File: config.mk
export PLATFORM = sky130hd
export DESIGN_NAME = conv_window_accumulator
export DESIGN_NICKNAME = d
export VERILOG_FILES = /design/src/rtl/conv_window_accumulator.sv
export SDC_FILE = /design/constraint.sdc
export NUM_CORES = 1
export LEC_CHECK = 0
export CAP_MARGIN = 20
export CELL_PAD_IN_SITES_DETAIL_PLACEMENT = 0
export CELL_PAD_IN_SITES_GLOBAL_PLACEMENT = 1
export CORE_ASPECT_RATIO = 2
export CORE_MARGIN = 10
export CORE_UTILIZATION = 45
export CTS_BUF_LIST = sky130_fd_sc_hd__clkbuf_8
export DETAILED_ROUTE_END_ITERATION = 10
export GPL_TIMING_DRIVEN = 0
export HOLD_SLACK_MARGIN = 0.15
export PLACE_DENSITY_LB_ADDON = 0.1
export SYNTH_ARGS = -nofsm -noshare
export SYNTH_HDL_FRONTEND = slang
export SYNTH_SLANG_ARGS = --single-unit
File: constraint.sdc
create_clock -name clk -period 5.3 [get_ports clk]
set_clock_uncertainty 0.1 [all_clocks]
set_input_delay 0.795 -clock clk [delete_from_list [all_inputs] [get_ports clk]]
set_output_delay 0.795 -clock clk [all_outputs]
set_load 0.005 [all_outputs]
File: src/rtl/conv_window_accumulator.sv
// conv_window_accumulator: sums a fixed window of product samples into one result,
// with valid/ready on both sides, signed/unsigned extension, saturate or wrap on
// overflow, a sticky overflow flag per window and a synchronous window abandon.
module conv_window_accumulator #(
   parameter int unsigned DATA_W      = 8,
   parameter int unsigned ACC_W       = 16,
   parameter int unsigned WINDOW      = 9,
   parameter int unsigned SIGNED_MODE = 0,
   parameter int unsigned SATURATE    = 1,
   parameter int unsigned CNT_W       = $clog2(WINDOW + 1)
) (
   input  logic              clk,
   input  logic              rst,
   input  logic              in_valid,
   output logic              in_ready,
   input  logic [DATA_W-1:0] acc_in,
   input  logic              clear,
   output logic              out_valid,
   input  logic              out_ready,
   output logic [ACC_W-1:0]  acc_out,
   output logic              sat_flag,
   output logic [CNT_W-1:0]  fill_cnt
);

   localparam logic [CNT_W-1:0] LAST_IDX = CNT_W'(WINDOW - 1);

   logic [ACC_W-1:0]         r_acc;
   logic                     r_sticky;
   logic [CNT_W-1:0]         r_fill;
   logic                     r_out_valid;
   logic [ACC_W-1:0]         r_acc_out;
   logic                     r_sat;

   logic signed [DATA_W-1:0] w_in_s;
   logic [ACC_W-1:0]         w_ext;
   logic [ACC_W:0]           w_sum;
   logic                     w_ovf;
   logic [ACC_W-1:0]         w_clamp;
   logic [ACC_W-1:0]         w_add;
   logic                     w_last;
   logic                     w_accept;
   logic                     w_first;
   logic [ACC_W-1:0]         w_step_acc;
   logic                     w_step_sticky;
   logic                     w_complete;

   logic [ACC_W-1:0]         w_acc_nxt;
   logic                     w_sticky_nxt;
   logic [CNT_W-1:0]         w_fill_nxt;
   logic                     w_ov_nxt;
   logic [ACC_W-1:0]         w_out_nxt;
   logic                     w_sat_nxt;

   assign w_in_s = $signed(acc_in);

   // Widen the incoming sample to accumulator width (sign- or zero-extend).
   always_comb begin
      if (SIGNED_MODE != 0) begin
         w_ext = ACC_W'(w_in_s);
      end else begin
         w_ext = ACC_W'(acc_in);
      end
   end

   // One extra bit so the unsigned carry out is directly visible.
   assign w_sum = {1'b0, r_acc} + {1'b0, w_ext};

   // Overflow detection and clamp value for the running addition.
   always_comb begin
      w_ovf   = w_sum[ACC_W];
      w_clamp = '1;
      if (SIGNED_MODE != 0) begin
         w_ovf   = (r_acc[ACC_W-1] == w_ext[ACC_W-1]) && (w_sum[ACC_W-1] != r_acc[ACC_W-1]);
         // Both operands share a sign on overflow, so r_acc's sign picks max or min.
         w_clamp = {r_acc[ACC_W-1], {(ACC_W-1){~r_acc[ACC_W-1]}}};
      end
      w_add = (w_ovf && (SATURATE != 0)) ? w_clamp : w_sum[ACC_W-1:0];
   end

   assign w_last   = (r_fill == LAST_IDX);
   // Only the completing sample is held off while a result is stalled.
   assign in_ready = !(r_out_valid && !out_ready && w_last);
   assign w_accept = in_valid && in_ready;

   // A clear makes the accepted sample the first element of a fresh window.
   assign w_first       = clear || (r_fill == '0);
   assign w_step_acc    = w_first ? w_ext : w_add;
   assign w_step_sticky = w_first ? 1'b0 : (r_sticky | w_ovf);
   assign w_complete    = w_accept && (clear ? (WINDOW == 1) : w_last);

   // Next-state: window accumulation, completion hand-off and output drain.
   always_comb begin
      w_acc_nxt    = r_acc;
      w_sticky_nxt = r_sticky;
      w_fill_nxt   = r_fill;
      w_ov_nxt     = r_out_valid;
      w_out_nxt    = r_acc_out;
      w_sat_nxt    = r_sat;

      if (r_out_valid && out_ready) begin
         w_ov_nxt = 1'b0;
      end

      if (clear) begin
         w_acc_nxt    = '0;
         w_sticky_nxt = 1'b0;
         w_fill_nxt   = '0;
      end

      if (w_accept) begin
         if (w_complete) begin
            w_out_nxt    = w_step_acc;
            w_sat_nxt    = w_step_sticky;
            w_ov_nxt     = 1'b1;
            w_acc_nxt    = '0;
            w_sticky_nxt = 1'b0;
            w_fill_nxt   = '0;
         end else begin
            w_acc_nxt    = w_step_acc;
            w_sticky_nxt = w_step_sticky;
            w_fill_nxt   = clear ? CNT_W'(1) : r_fill + CNT_W'(1);
         end
      end
   end

   // State registers with synchronous active-low reset.
   always_ff @(posedge clk) begin
      if (!rst) begin
         r_acc       <= '0;
         r_sticky    <= 1'b0;
         r_fill      <= '0;
         r_out_valid <= 1'b0;
         r_acc_out   <= '0;
         r_sat       <= 1'b0;
      end else begin
         r_acc       <= w_acc_nxt;
         r_sticky    <= w_sticky_nxt;
         r_fill      <= w_fill_nxt;
         r_out_valid <= w_ov_nxt;
         r_acc_out   <= w_out_nxt;
         r_sat       <= w_sat_nxt;
      end
   end

   assign out_valid = r_out_valid;
   assign acc_out   = r_acc_out;
   assign sat_flag  = r_sat;
   assign fill_cnt  = r_fill;

endmodule

==> results of run 1 <==
==> worst min path at each step <==
stage               endpoint  startpoint  depth (start not counted)
floorplan           r_acc[0]    r_acc[0]                          2
global placement    r_acc[5]    r_acc[5]                          2
detailed placement  r_acc[5]    r_acc[5]                          2
CTS                 r_acc[5]    r_acc[5]                          2
global route        r_acc[0]    r_acc[0]                          2
finish              r_acc[4]    r_acc[4]                          2
==> flip-flops by register name (all words and copies together) (netlist names) <==
name / flops
acc_out: 16
r_acc: 16
fill_cnt: 4
out_valid: 1
r_sticky: 1
sat_flag: 1
==> per-layer routing <==
layer  wire length, um  up-vias
met5                 0        -
met1              2536     1074
li1                  -     1078
met4               253        0
met2              3750       46
met3               234       19
==> worst max-delay path: stages <==
cell and delay, ns:
clkdlybuf4s50_1 0.45, ha_1 0.27, fa_1 0.45, a211oi_1 0.44, o211ai_2 0.22, a31oi_2 0.37, buf_2 0.28, nand2_1 0.07
a22o_1 0.17
==> logic make-up after synthesis <==
kind of cell,Yosys count
buf+inv,23
flops,39
fa+ha+maj,11
mux,2
xor+xnor,7
simple gates,77
compound gates,108
==> power by group <==
group / internal [W] / leakage, nW / switching (W)
Clock: 0.0000902 / 0.0453 / 0.000115
Sequential: 0.000297 / 0.316 / 0.00000358
Combinational: 0.0000379 / 0.695 / 0.0000544
Total: 0.000425 / 1.06 / 0.000173
==> stage by stage <==
stage | instances | area, sq um | total power (W)
2_1_floorplan | 267 | 2262 | 0.0003670
3_3_place_gp | 359 | 2684 | 0.0003997
3_5_place_dp | 359 | 2684 | 0.0003998
4_1_cts | 367 | 2769 | 0.0006025
5_1_grt | 367 | 2769 | 0.0006232
6_report | 367 | 2769 | 0.0005986
==> placed cells by master (no fill, tap or decap), drive strengths merged, types with 2 or more instances in the layout <==
master,instances
a31oi,11
o211a,3
a21o,5
nor4,2
inv,8
nand4,5
xnor2,2
nor3b,2
nor2b,3
nand2,15
a21oi,16
nor2,17
o21ai,38
ha,10
a22o,4
clkdlybuf4s50,35
o21a,5
xor2,5
nand2b,4
a41oi,4
nor3,7
clkbuf,12
o211ai,6
and2,8
dfxtp,39
nand3b,2
a211oi,6
nand3,7
buf,9
==> cell type report <==
class	count	area, sq um
buffer	16	76.32
clock buffer	5	68.82
clock inverter	3	16.27
fill	483	2096
inverter	7	26.28
multi-input combinational	205	1379
sequential	39	780.7
tap	57	71.32
timing repair buffer	35	350.3
==> impl_metrics.py, run 1 <==
metrics = {
    "route": {
        "totalWireLength_mm": 6.774,
        "drc": 0,
        "ant_nets": 0,
        "initialDrtViolationCount": 70,
        "viasPerCell": 6.041,
        "wl_per_cell_um": 18.46,
        "drtPass1Iterations": 4,
        "vias": 2217,
    },
    "sta": {
        "finalSetupTns_ns": 0,
        "fin_crit_sh_pct": 64.53,
        "fmax_mhz": 292.4,
        "rsz0062_at_grt": "false",
        "final_hold_viol_count": 0,
        "tightest_slew_ns": 0.7244,
        "worst_slack_ns": 1.880,
        "slew_violations": 0,
        "maxSlewHeadroom_pct": 51.53,
        "whs_ns": 0.3531,
        "period_needed_ns": 3.420,
        "setup_violations": 0,
    },
    "logic_synthesis": {
        "yosys.area_share.simple_pct": 18.47,
        "ys_types": 57,
        "synthXorXnorAreaFrac_pct": 2.710,
        "synth_top_flop_cell": "dfxtp_1",
        "synth_area_leaders": "dfxtp_1, ha_1, o21ai_0",
        "synth_compound_gate_area_share_pct": 32.41,
        "synth_edf_count": 0,
        "synthAdderAreaFrac_pct": 6.416,
        "ys_async_sr_fraction_pct": 0,
        "synth_top_area_share_pct": 34.51,
        "synth_commonest_cells": "dfxtp_1, o21ai_0, nor2_1",
        "yosysWarningCount": 0,
        "synth_area_leader_cell": "dfxtp_1",
        "synth-seq-cells": 39,
        "syn_inst": 267,
        "syn_area_sq_um": 2262,
        "avgSynthCellArea_sq_um": 8.473,
        "synthMuxAreaShare_pct": 0.9403,
        "synth_top_family_by_area": "compound AO/OA/AOI/OAI gates",
        "yosysSeqAreaShare_pct": 34.51,
        "syn_nets": 291,
        "synth_most_common_cell": "dfxtp_1",
    },
    "clocking": {
        "hold_buffers": 0,
        "cts_sinks": 39,
        "cts-root-buf": "clkbuf_8",
        "numCtsBuffers": 5,
        "cts_resized": 0,
        "clock_latency_ns": 0.30,
        "cts_tree": "built",
        "htree_levels": 2,
        "clockBufferDepth": 2,
        "clk_pin_slew_ns": 0.08,
        "post_cts_buffers": 0,
    },
    "flow_run": {
        "drv_cap": 0,
    },
    "worst_setup_path": {
        "reg2reg_slack_ns": 2.54,
        "reg2reg_from": "r_acc[0]",
        "r2r_cells": 8,
        "crit_start": "acc_in[0]",
        "endpoint": "r_acc[2]",
        "r2r_end": "r_acc[2]",
        "start_kind": "input port",
        "critPathRequiredTime_ns": 5.40,
        "end_kind": "register",
        "cp.arrival_ns": 3.52,
        "crit_type": "in -> reg",
        "cp_max_fo": 10,
    },
    "pwr": {
        "ir_drop_uv": 149.6,
        "power_density_nw_per_um2": 216.2,
        "leakagePower_nw": 1.056,
    },
    "placement": {
        "gp_congestion": 0.8313,
        "pre_cts_slack_ns": 1.560,
        "hpwlAfterDp_mm": 5.229,
        "portBuffers": 35,
    },
    "cells_and_area": {
        "area_growth_pct": 22.40,
        "utilization_pct": 56.92,
        "diodes": 0,
        "drive_gt1_share_pct": 8.710,
        "fin_nets": 333,
    },
    "global_routing": {
        "use_met3_pct": 3.194,
        "grt-ovfl-total": 0,
        "busiest_layer": "met2",
        "grt_pass1_vias": 2323,
        "antenna_found_initial": 0,
        "grt_pass1_wl_mm": 11.40,
        "grt_usage_pct": 16.30,
        "grt_max_degree": 13,
        "grtUsageMet1_pct": 15.49,
        "met2_usage_pct": 31.89,
    },
    "floorplanning": {
        "row_count": 36,
        "die_y_um": 120.3,
        "dieArea_sq_um": 8435,
        "io_pins": 36,
        "core_area_sq_um": 4865,
        "start_util_pct": 46.50,
        "fp.dieW_um": 70.14,
    },
    "worst_hold_path": {
        "hp-class": "reg -> reg",
    },
    "run_status": {
        "status": "complete, no violations",
    },
}
Power figures use the tool's default switching activity.
==> run 2, diff against run 1 <==
--- a/config.mk
+++ b/config.mk
@@ -10,7 +10,7 @@
 export CELL_PAD_IN_SITES_GLOBAL_PLACEMENT = 1
 export CORE_ASPECT_RATIO = 2
 export CORE_MARGIN = 10
-export CORE_UTILIZATION = 45
+export CORE_UTILIZATION = 41
 export CTS_BUF_LIST = sky130_fd_sc_hd__clkbuf_8
 export DETAILED_ROUTE_END_ITERATION = 10
 export GPL_TIMING_DRIVEN = 0
==> constraint.sdc (replaced) <==
create_clock -name clk -period 3.2 [get_ports clk]
set_clock_uncertainty 0.1 [all_clocks]
set_input_delay 0.48 -clock clk [delete_from_list [all_inputs] [get_ports clk]]
set_output_delay 0.48 -clock clk [all_outputs]
set_load 0.005 [all_outputs]
==> run 2 against run 1 <==
Compared with the run above: sequential power is 65% higher; hold slack worse by 0.00052 ns; highest routed layer unchanged; total power is 66% higher; critical endpoint is now r_acc[5]; first-iteration DRC count is 8.6% higher; critical path depth stayed put; setup slack worse by 1.7 ns; die area is 7.5% higher; combinational power is 66% higher; via count is 1.5% lower; utilization is 5.1 points lower.
==> impl_metrics.py, run 2 (synthesis results as in run 1) <==
metrics = {
    "run_status": {
        "status": "complete, no violations",
    },
    "clocking": {
        "cts_resized": 0,
        "clk_pin_slew_ns": 0.08,
        "clockBufferDepth": 2,
        "htree_levels": 2,
        "cts_tree": "built",
        "numCtsBuffers": 5,
        "hold_buffers": 0,
        "post_cts_buffers": 0,
        "cts_sinks": 39,
        "cts-root-buf": "clkbuf_8",
        "clock_latency_ns": 0.29,
    },
    "worst_hold_path": {
        "whs_path_depth": 2,
        "hp-class": "reg -> reg",
        "min_to": "r_acc[6]",
        "hold_start": "r_acc[6]",
    },
    "worst_setup_path": {
        "critPathBufInv": 2,
        "critPathRequiredTime_ns": 3.29,
        "reg2reg_slack_ns": 0.51,
        "max_stage_delay_ns": 0.46,
        "crit_type": "in -> reg",
        "start_kind": "input port",
        "critPathSlowestCell": "fa_1",
        "cp.arrival_ns": 3.12,
        "critical_path.cell_chain": "clkdlybuf4s50_1 > ha_1 > fa_1 > a211oi_2 > o211ai_2 > a31oi_2 > buf_2 > and2_1 > o21ai_1",
        "cp_max_fo": 10,
        "r2r_cells": 8,
        "r2r_end": "r_acc[5]",
        "reg2reg_from": "r_acc[0]",
        "path_delay_family": "compound AO/OA/AOI/OAI gates",
        "end_kind": "register",
    },
    "placement": {
        "portBuffers": 35,
        "hpwlAfterDp_mm": 5.275,
        "placedCellCount": 362,
        "gp_congestion": 0.8236,
    },
    "floorplanning": {
        "dieArea_sq_um": 9069,
        "fp.dieW_um": 72.53,
        "die_y_um": 125.0,
        "io_pins": 36,
        "core_area_sq_um": 5373,
        "row_count": 38,
        "start_util_pct": 42.11,
    },
    "sta": {
        "period_needed_ns": 3.031,
        "final_hold_viol_count": 0,
        "rsz0062_at_grt": "false",
        "finalSetupTns_ns": 0,
        "fin_crit_sh_pct": 94.73,
        "slew_violations": 0,
        "setup_violations": 0,
        "fmax_mhz": 329.9,
        "maxSlewHeadroom_pct": 51.80,
        "tightest_slew_ns": 0.7204,
    },
    "cells_and_area": {
        "drive_gt1_share_pct": 9.355,
        "fin_cells": 370,
        "fin_nets": 333,
        "utilization_pct": 51.77,
        "diodes": 0,
        "fillers": 566,
        "area_growth_pct": 22.95,
        "final_common_cell": "dfxtp_1",
        "final_cell_mix": "dfxtp_1, clkdlybuf4s50_1, o21ai_0",
    },
    "global_routing": {
        "grt_max_degree": 14,
        "antenna_found_initial": 0,
        "grt_pass1_wl_mm": 11.21,
        "grt_usage_pct": 14.98,
        "grt-ovfl-total": 0,
        "grt_pass1_vias": 2306,
    },
    "pwr": {
        "leakagePower_nw": 1.052,
        "power_density_nw_per_um2": 358.0,
        "ir_drop_uv": 238.6,
    },
    "route": {
        "viasPerCell": 5.900,
        "initialDrtViolationCount": 76,
        "vias": 2183,
        "totalWireLength_mm": 6.740,
        "ant_nets": 0,
        "drc": 0,
        "wl_per_cell_um": 18.22,
        "drtPass1Iterations": 4,
    },
    "flow_run": {
        "drv_cap": 0,
    },
}
==> run 2: changes by cell type in the layout (fill, tap and decap cells not counted) <==
cell	delta
a211oi_2	+1
clkinvlp_4	+1
inv_1	-1
a211oi_1	-1
==> run 2: worst reg2reg max path: cells and delay by family (launching register included) <==
kind	cells	cell delay (ns)
DFF	1	0.33
adders and majority gates	2	0.69
and+or+nand+nor	1	0.17
buffers and inverters	1	0.29
AOI/OAI and AO/OA	4	1.01
==> run 2: worst max-delay path by stage <==
stage,start,to,slack [ns],cells after the start
2_1_floorplan,acc_in[0],r_acc[2],0.71,8
3_3_place_gp,acc_in[0],r_acc[2],-0.23,9
3_5_place_dp,acc_in[0],r_acc[2],-0.27,9
4_1_cts,acc_in[0],r_acc[5],0.03,9
5_1_grt,acc_in[0],r_acc[2],0.002,9
6_report,acc_in[0],r_acc[5],0.17,9
==> run 2: cell type report <==
class                      instances  area, sq um  share of cell area [%]
multi-input combinational        205         1384                   49.75
timing repair buffer              35        350.3                   12.60
clock inverter                     3        20.02                  0.7197
tap                               60        75.07                   2.699
clock buffer                       5        68.82                   2.474
buffer                            16        76.32                   2.744
sequential                        39        780.7                   28.07
inverter                           7        26.28                  0.9447
==> run 2: through the flow <==
| stage | cell area [sq um] | setup slack [ns] | hold slack [ns] | total power, W |
|---|---|---|---|---|
| 6_report | 2781 | 0.1687 | 0.3526 | 0.0009956 |
| 5_1_grt | 2781 | 0.002329 | 0.3749 | 0.001034 |
| 4_1_cts | 2776 | 0.02897 | 0.3558 | 0.001004 |
| 3_5_place_dp | 2688 | -0.2722 | 0.3445 | 0.0006622 |
| 3_3_place_gp | 2688 | -0.2332 | 0.3390 | 0.0006615 |
| 2_1_floorplan | 2262 | 0.7108 | 0.3299 | 0.0006078 |
==> run 2: layer usage <==
layer | global-route usage (%) | up-vias | share of wire [%]
met5 | 0 | - | 0
met4 | 6.404 | 0 | 3.2
met3 | 2.692 | 15 | 2.9
met2 | 28.36 | 46 | 56
met1 | 14.80 | 1042 | 37
li1 | - | 1080 | -
==> run 2: where the power goes <==
group | leakage [nW] | switching [W] | total (W) | internal [W]
clock | 0.0402 | 0.000192 | 0.000344 | 0.000152
sequential | 0.316 | 0.00000575 | 0.000498 | 0.000492
combinational | 0.696 | 0.0000898 | 0.000153 | 0.0000635
total | 1.05 | 0.000288 | 0.000996 | 0.000708
